<file path="config.mk">
export PLATFORM = sky130hd
export DESIGN_NAME = adder_accum_nbit
export DESIGN_NICKNAME = d
export VERILOG_FILES = /design/src/rtl/adder_accum_nbit.sv
export SDC_FILE = /design/constraint.sdc
export NUM_CORES = 1
export LEC_CHECK = 0
export CAP_MARGIN = 20
export CORE_UTILIZATION = 25
export DETAILED_ROUTE_END_ITERATION = 12
export PLACE_DENSITY_LB_ADDON = 0.08
export SLEW_MARGIN = 20
export SYNTH_ARGS = -nofsm -noshare
export SYNTH_HDL_FRONTEND = slang
export SYNTH_SLANG_ARGS = --single-unit
</file>
<file path="constraint.sdc">
create_clock -name clk -period 4.4 [get_ports clk]
set_input_delay 1.32 -clock clk [delete_from_list [all_inputs] [get_ports clk]]
set_output_delay 1.32 -clock clk [all_outputs]
set_load 0.03 [all_outputs]
</file>
<file path="src/rtl/adder_accum_nbit.sv">
// adder_accum_nbit: registered add/sub/accumulate/load unit with ready/valid handshake and sticky flags
module adder_accum_nbit #(
  parameter int N = 10,
  parameter int GUARD = 4,
  parameter int SAT = 0
) (
  input  logic                 clk,
  input  logic                 rst_n,
  input  logic                 in_valid,
  output logic                 in_ready,
  input  logic [N-1:0]         a,
  input  logic [N-1:0]         b,
  input  logic [1:0]           mode,
  input  logic                 clr_flags,
  output logic                 out_valid,
  input  logic                 out_ready,
  output logic [N+GUARD-1:0]   result,
  output logic [N+GUARD-1:0]   acc,
  output logic                 ovf,
  output logic                 brw
);
  localparam int ACC_W = N + GUARD;
  logic             accept, consume, set_ovf, set_brw;
  logic [N:0]       sum;
  logic [ACC_W-1:0] a_ext, b_ext, diff, acc_new, res_new;
  logic [ACC_W:0]   t;
  always_comb begin
    in_ready = !out_valid || out_ready;
    accept = in_valid && in_ready;
    consume = out_valid && out_ready;
    a_ext = ACC_W'(a);
    b_ext = ACC_W'(b);
    sum = {1'b0, a} + {1'b0, b};
    diff = a_ext - b_ext;
    t = {1'b0, acc} + {1'b0, a_ext};
    acc_new = (t[ACC_W] && SAT != 0) ? '1 : t[ACC_W-1:0];
    res_new = mode == 2'd0 ? ACC_W'(sum) : mode == 2'd1 ? diff : mode == 2'd2 ? acc_new : a_ext;
    set_ovf = accept && mode == 2'd2 && t[ACC_W];
    set_brw = accept && mode == 2'd1 && a < b;
  end
  always_ff @(posedge clk or negedge rst_n) begin
    if (!rst_n) begin
      out_valid <= 1'b0;
      result <= '0;
      acc <= '0;
      ovf <= 1'b0;
      brw <= 1'b0;
    end else begin
      out_valid <= accept ? 1'b1 : consume ? 1'b0 : out_valid;
      if (accept) result <= res_new;
      if (accept && mode == 2'd2) acc <= acc_new;
      if (accept && mode == 2'd3) acc <= a_ext;
      ovf <= set_ovf ? 1'b1 : clr_flags ? 1'b0 : ovf;
      brw <= set_brw ? 1'b1 : clr_flags ? 1'b0 : brw;
    end
  end
endmodule

</file>
==> out/qor.csv, run 1 <==
metric,value,unit
finClkSkew,0.00728,ns
grt_pass1_vias,2399,
nFillCells,1110,
finalHoldViolCount,0,
dieHeight,107,um
hold_buffers,0,
netlist_area,2740,um^2
fmax,253,MHz
finalNonFillerCells,522,
peakVddDrop,0.251,mV
power.leakage,1.63,nW
worst_pin_slew,0.436,ns
viasPerCell,4.74,
nNetsFinal,445,
core-area,10500,um^2
setup_ws,0.455,ns
required,3.08,ns
area_growth,31.7,%
cap_violations,0,
crit_fanout,4,
synth_ff_type,dfrtp_1,
htreeDepth,2,
cts_tree,yes,
fin_crit_sh,89.7,%
min_period,3.95,ns
relSlewSlack,70.9,%
drtIter0Drc,101,
finalPower,1.69,mW
fp.dieW,107,um
synth-simple-area-share,14.1,%
synth_cells,325,
grtUsageTotal,14.6,%
hold_start,result[0],
dp_hpwl,6.24,mm
yosys.area.top_type,dfrtp_1,
grt_pass1_wl,12.9,mm
num_vias,2475,
drive_above_1_share,6.99,%
netlist_top_cells_area,"dfrtp_1 (28%), ha_1 (14%), a21oi_1 (5.1%)",
dpl.cell_count,514,
antenna_found_initial,0,
synth_fa_ha_area_share,15.9,%
min_path_type,flop to flop,
synth_seq_cells,31,
synthesis.nets,385,
grt_overflow,0,
synth_compound_area_share,26.3,%
clock-root-buffer,clkbuf_8,
drc,0,
reg2reg_from,acc[0],
fin_hold_ws,0.485,ns
routed_wl,7.95,mm
drv_slew,0,
wl_per_cell,15.2,um
place_worst_setup_slack,0.407,ns
port-buffer-count,58,
status,finished clean,
synth_top_area_share,28.3,%
setup.worst_path.start,out_ready,
synth_top_family_by_area,compound AO/OA/AOI/OAI gates,
rsz0062_at_grt,false,
synth_edf_count,0,
cts_buffers,5,
final_area,3610,um^2
placed_area,3500,um^2
critPathArrivalTime,2.63,ns
synth_common_cells,"nand2_1 (35), dfrtp_1 (31), ha_1 (30)",
synth_cell_types,52,
register_area,776,um^2
cts_resized,0,
synthMuxAreaShare,4.20,%
critPathKind,input pin to output port,
antenna_cells,0,
cts_sinks,31,
start_util,26.2,%
grt_max_degree,32,
setup_viol,0,
cts_setup_buffers,0,
yosysWarnings,0,
end_kind,output port,
clkTransAtPathRegs,0.07,ns
setup_tns,0,ns
die_area,11400,um^2
synth-xor-area-share,6.06,%
firstDrtPassIters,6,
multiInputGateArea,1820,um^2
ys_seq_area_share,28.3,%
start_kind,input pin,
yosysMostFrequentCell,nand2_1,
clock_latency,0.28,ns
fin_util,34.5,%
power_density,467,nW/um^2
antenna_left,0,
clockBufferDepth,2,
place.gp.congestion,0.789,
avgSynthCellArea,8.44,um^2
synth-async-reset-ratio,100,%
io_pins,59,
num_rows,37,
-- critical path, cell delays in order --
cell and delay [ns]:
clkdlybuf4s50_1 0.45, nand2b_1 0.17, clkdlybuf4s50_1 0.69
-- routing by layer --
metal	vias to the layer above	track usage, %	wire (um)
met1	1135	20.9	3990
met5	-	0	0
met3	9	2.98	442
met4	0	3.82	114
met2	62	22.1	3400
li1	1269	-	-
-- final cells by class --
type | instances | area share (%)
Clock buffer | 6 | 2.28
Clock inverter | 2 | 0.969
Inverter | 23 | 2.39
Multi-Input combinational cell | 258 | 50.5
Sequential cell | 31 | 21.5
Tap cell | 136 | 4.71
Timing Repair Buffer | 66 | 17.7
-- worst paths after layout --
check / end / slack [ns] / cells past startpoint
setup / recovery: in_ready / 0.45 / 3
hold / removal: result[0] / 0.49 / 2
setup reg to reg: result[8] / 1.87 / 9
hold reg to reg: result[0] / 0.49 / 2
max in group asynchronous: result[7] / 2.63 / 2
min in group asynchronous: result[0] / 1.46 / 2
-- logic make-up after synthesis --
kind of cell / count (synthesis)
XOR/XNOR: 19
AO/OA/AOI/OAI: 112
multiplexers: 11
AND/OR/NAND/NOR: 83
buffers and inverters: 36
flip-flops: 31
adder cells (fa/ha/maj): 33
-- sequential cells by signal, indices dropped and copies added (netlist names) --
name	cells
acc	14
brw	1
out_valid	1
ovf	1
result	14
-- power by group --
part	total, mW	leakage (nW)	internal, mW	switching [mW]
clock	0.299	0.0612	0.183	0.116
combinational	0.944	1.18	0.421	0.524
sequential	0.443	0.381	0.363	0.0800
total	1.69	1.63	0.967	0.719
-- cells in the final DEF (no fill, tap or decap), types with 4 or more instances in the layout --
| cell type | instances |
|---|---|
| o21ai_0 | 15 |
| ha_1 | 30 |
| inv_1 | 21 |
| clkdlybuf4s50_1 | 58 |
| buf_4 | 8 |
| clkbuf_8 | 6 |
| o21ai_1 | 18 |
| nor3_1 | 4 |
| nand2_1 | 35 |
| nand2b_1 | 6 |
| mux2i_1 | 7 |
| nor2_1 | 19 |
| a31oi_1 | 6 |
| o211ai_1 | 4 |
| a21oi_1 | 28 |
| mux2_2 | 4 |
| dfrtp_1 | 31 |
| xnor2_1 | 16 |
| nor3b_1 | 4 |
| a21o_1 | 11 |
No activity file was read; power rests on OpenSTA's default activity.
==> run 2: changes to the inputs <==
--- a/config.mk
+++ b/config.mk
@@ -5,9 +5,12 @@
 export SDC_FILE = /design/constraint.sdc
 export NUM_CORES = 1
 export LEC_CHECK = 0
+export ABC_AREA = 1
 export CAP_MARGIN = 20
 export CORE_UTILIZATION = 25
+export CTS_BUF_LIST = sky130_fd_sc_hd__clkbuf_4
 export DETAILED_ROUTE_END_ITERATION = 12
+export DONT_BUFFER_PORTS = 1
 export PLACE_DENSITY_LB_ADDON = 0.08
 export SLEW_MARGIN = 20
 export SYNTH_ARGS = -nofsm -noshare
==> run 2 against run 1 <==
Net effect: clock power fell by 21%; sequential cell count did not move; via count rose by 23%; combinational power fell by 41%; clock-buffer cell count did not move; worst setup slack improved by 1.0 ns; highest routed layer unchanged.
==> out/qor.csv, run 2 <==
metric,value,unit
status,finished clean,
clockBufferDepth,2,
synth_cells,470,
synth_top_area_share,24.8,%
viasPerCell,4.77,
largest_registers,"acc (14), result (14)",
setup.worst_path.start,out_ready,
reg2reg_from,out_valid,
peakVddDrop,0.0849,mV
routed_wl,11.5,mm
htreeDepth,2,
critPathKind,input pin to flop,
min_path_type,input pin to async pin,
cts_tree,yes,
wl_met2,5.57,mm
port-buffer-count,0,
cts_resized,0,
yosysMostFrequentCell,nand2_1,
power.leakage,1.69,nW
grt_pass1_wl,17.7,mm
clock-root-buffer,clkbuf_4,
met3_wirelength,507,um
drive_above_1_share,5.96,%
cts_sinks,31,
drtIter0Drc,168,
r2r_cells,7,
fp.dieW,114,um
yosys.area.top_type,dfrtp_1,
rsz0062_at_grt,false,
synth_edf_count,0,
io_pins,59,
cts_buffers,5,
cap_violations,0,
synth_cell_types,40,
dieHeight,114,um
antenna_left,0,
grt_max_degree,32,
netlist_area,3130,um^2
dp_hpwl,9.38,mm
dr.max_layer_used,met4,
final_common_cell,nand2_1,
clkTransAtPathRegs,0.12,ns
relSlewSlack,64.4,%
start_util,25.8,%
nNetsFinal,530,
netlist_top_cells_area,"dfrtp_1 (25%), nand2_1 (16%), ha_1 (12%)",
drv_slew,0,
finalPower,1.36,mW
synthesis.nets,530,
wl_met1,5.28,mm
antenna_found_initial,0,
yosysWarnings,0,
place_worst_setup_slack,1.07,ns
finClkSkew,0.0118,ns
synth_common_cells,"nand2_1 (131), inv_1 (57), nand3_1 (45)",
end_kind,flop,
cts_setup_buffers,0,
synth_seq_cells,31,
fin_util,27.8,%
grtUsageTotal,18.3,%
fmax,342,MHz
drc,0,
power_density,403,nW/um^2
layout_common_cells,"nand2_1 (131), inv_1 (57), nand3_1 (45)",
setup_ws,1.48,ns
required,4.63,ns
grt_pass1_vias,2967,
num_vias,3046,
area_growth,7.84,%
place.gp.congestion,0.884,
firstDrtPassIters,6,
hold_buffers,0,
setup_tns,0,ns
wl_per_cell,18.0,um
synth_ff_type,dfrtp_1,
start_kind,input pin,
fin_crit_sh,66.4,%
crit_fanout,14,
num_rows,40,
synth-async-reset-ratio,100,%
grt_overflow,0,
die_area,13000,um^2
finalHoldViolCount,0,
clock_latency,0.34,ns
ys_seq_area_share,24.8,%
critPathArrivalTime,3.15,ns
min_period,2.92,ns
core-area,12100,um^2
worst_pin_slew,0.532,ns
avgSynthCellArea,6.65,um^2
setup_viol,0,
[run 2: cell types whose count changed in the layout (fill, tap and decap cells not counted), sizes merged, moves of 7 or more]
cell           change
clkdlybuf4s50     -58
xnor2             -12
a21oi              +9
nand3             +42
inv               +42
nor2              +20
mux2i              -7
a21o               -9
nand2             +98
[run 2: critical path, cell delays in order]
cell and delay, ns:
inv_1 0.02, nand2_1 0.25, nand2_1 0.41, buf_4 0.33, inv_1 0.36, o21ai_0 0.18, nor2_1 0.22, nor2_1 0.06
[run 2: logic make-up after synthesis]
logic type,share of synthesized area [%]
simple gates,31.9
compound gates,16.9
buf+inv,9.64
fa+ha+maj,13.9
flops,24.8
xor+xnor,2.80
[run 2: power breakdown]
part	total (mW)	leakage (nW)	switching (mW)	internal, mW
clock	0.237	0.0417	0.114	0.123
sequential	0.563	0.385	0.215	0.348
combinational	0.559	1.27	0.360	0.200
[run 2: cell type report]
| cell class | instances | area (um^2) |
|---|---|---|
| Clock inverter | 1 | 30.0 |
| Inverter | 65 | 244 |
| Clock buffer | 6 | 45.0 |
| Antenna cell | 1 | 2.50 |
| Multi-Input combinational cell | 365 | 2050 |
| Fill cell | 1404 | 8740 |
| Sequential cell | 31 | 776 |
| Tap cell | 168 | 210 |
| Timing Repair Buffer | 2 | 15.0 |
[run 2: metal layers]
layer,GRT usage (%),vias to the layer above
met2,30.8,60
li1,-,1555
met4,4.16,0
met5,0,-
met3,2.66,4
met1,24.8,1427
[run 2: final timing paths]
kind	end	slack (ns)
min	acc[4]	0.66
max reg2reg	result[5]	1.90
min reg2reg	ovf	0.68
max	result[5]	1.48
min in group clk	ovf	0.68
max in group asynchronous	acc[13]	3.63
[run 2: through the flow]
step           instances  area, um^2  hold WS (ns)
2_1_floorplan        470        3130         0.654
3_3_place_gp         631        3290         0.674
3_5_place_dp         631        3290         0.678
4_1_cts              638        3370         0.636
5_1_grt              638        3370         0.619
6_report             639        3370         0.658
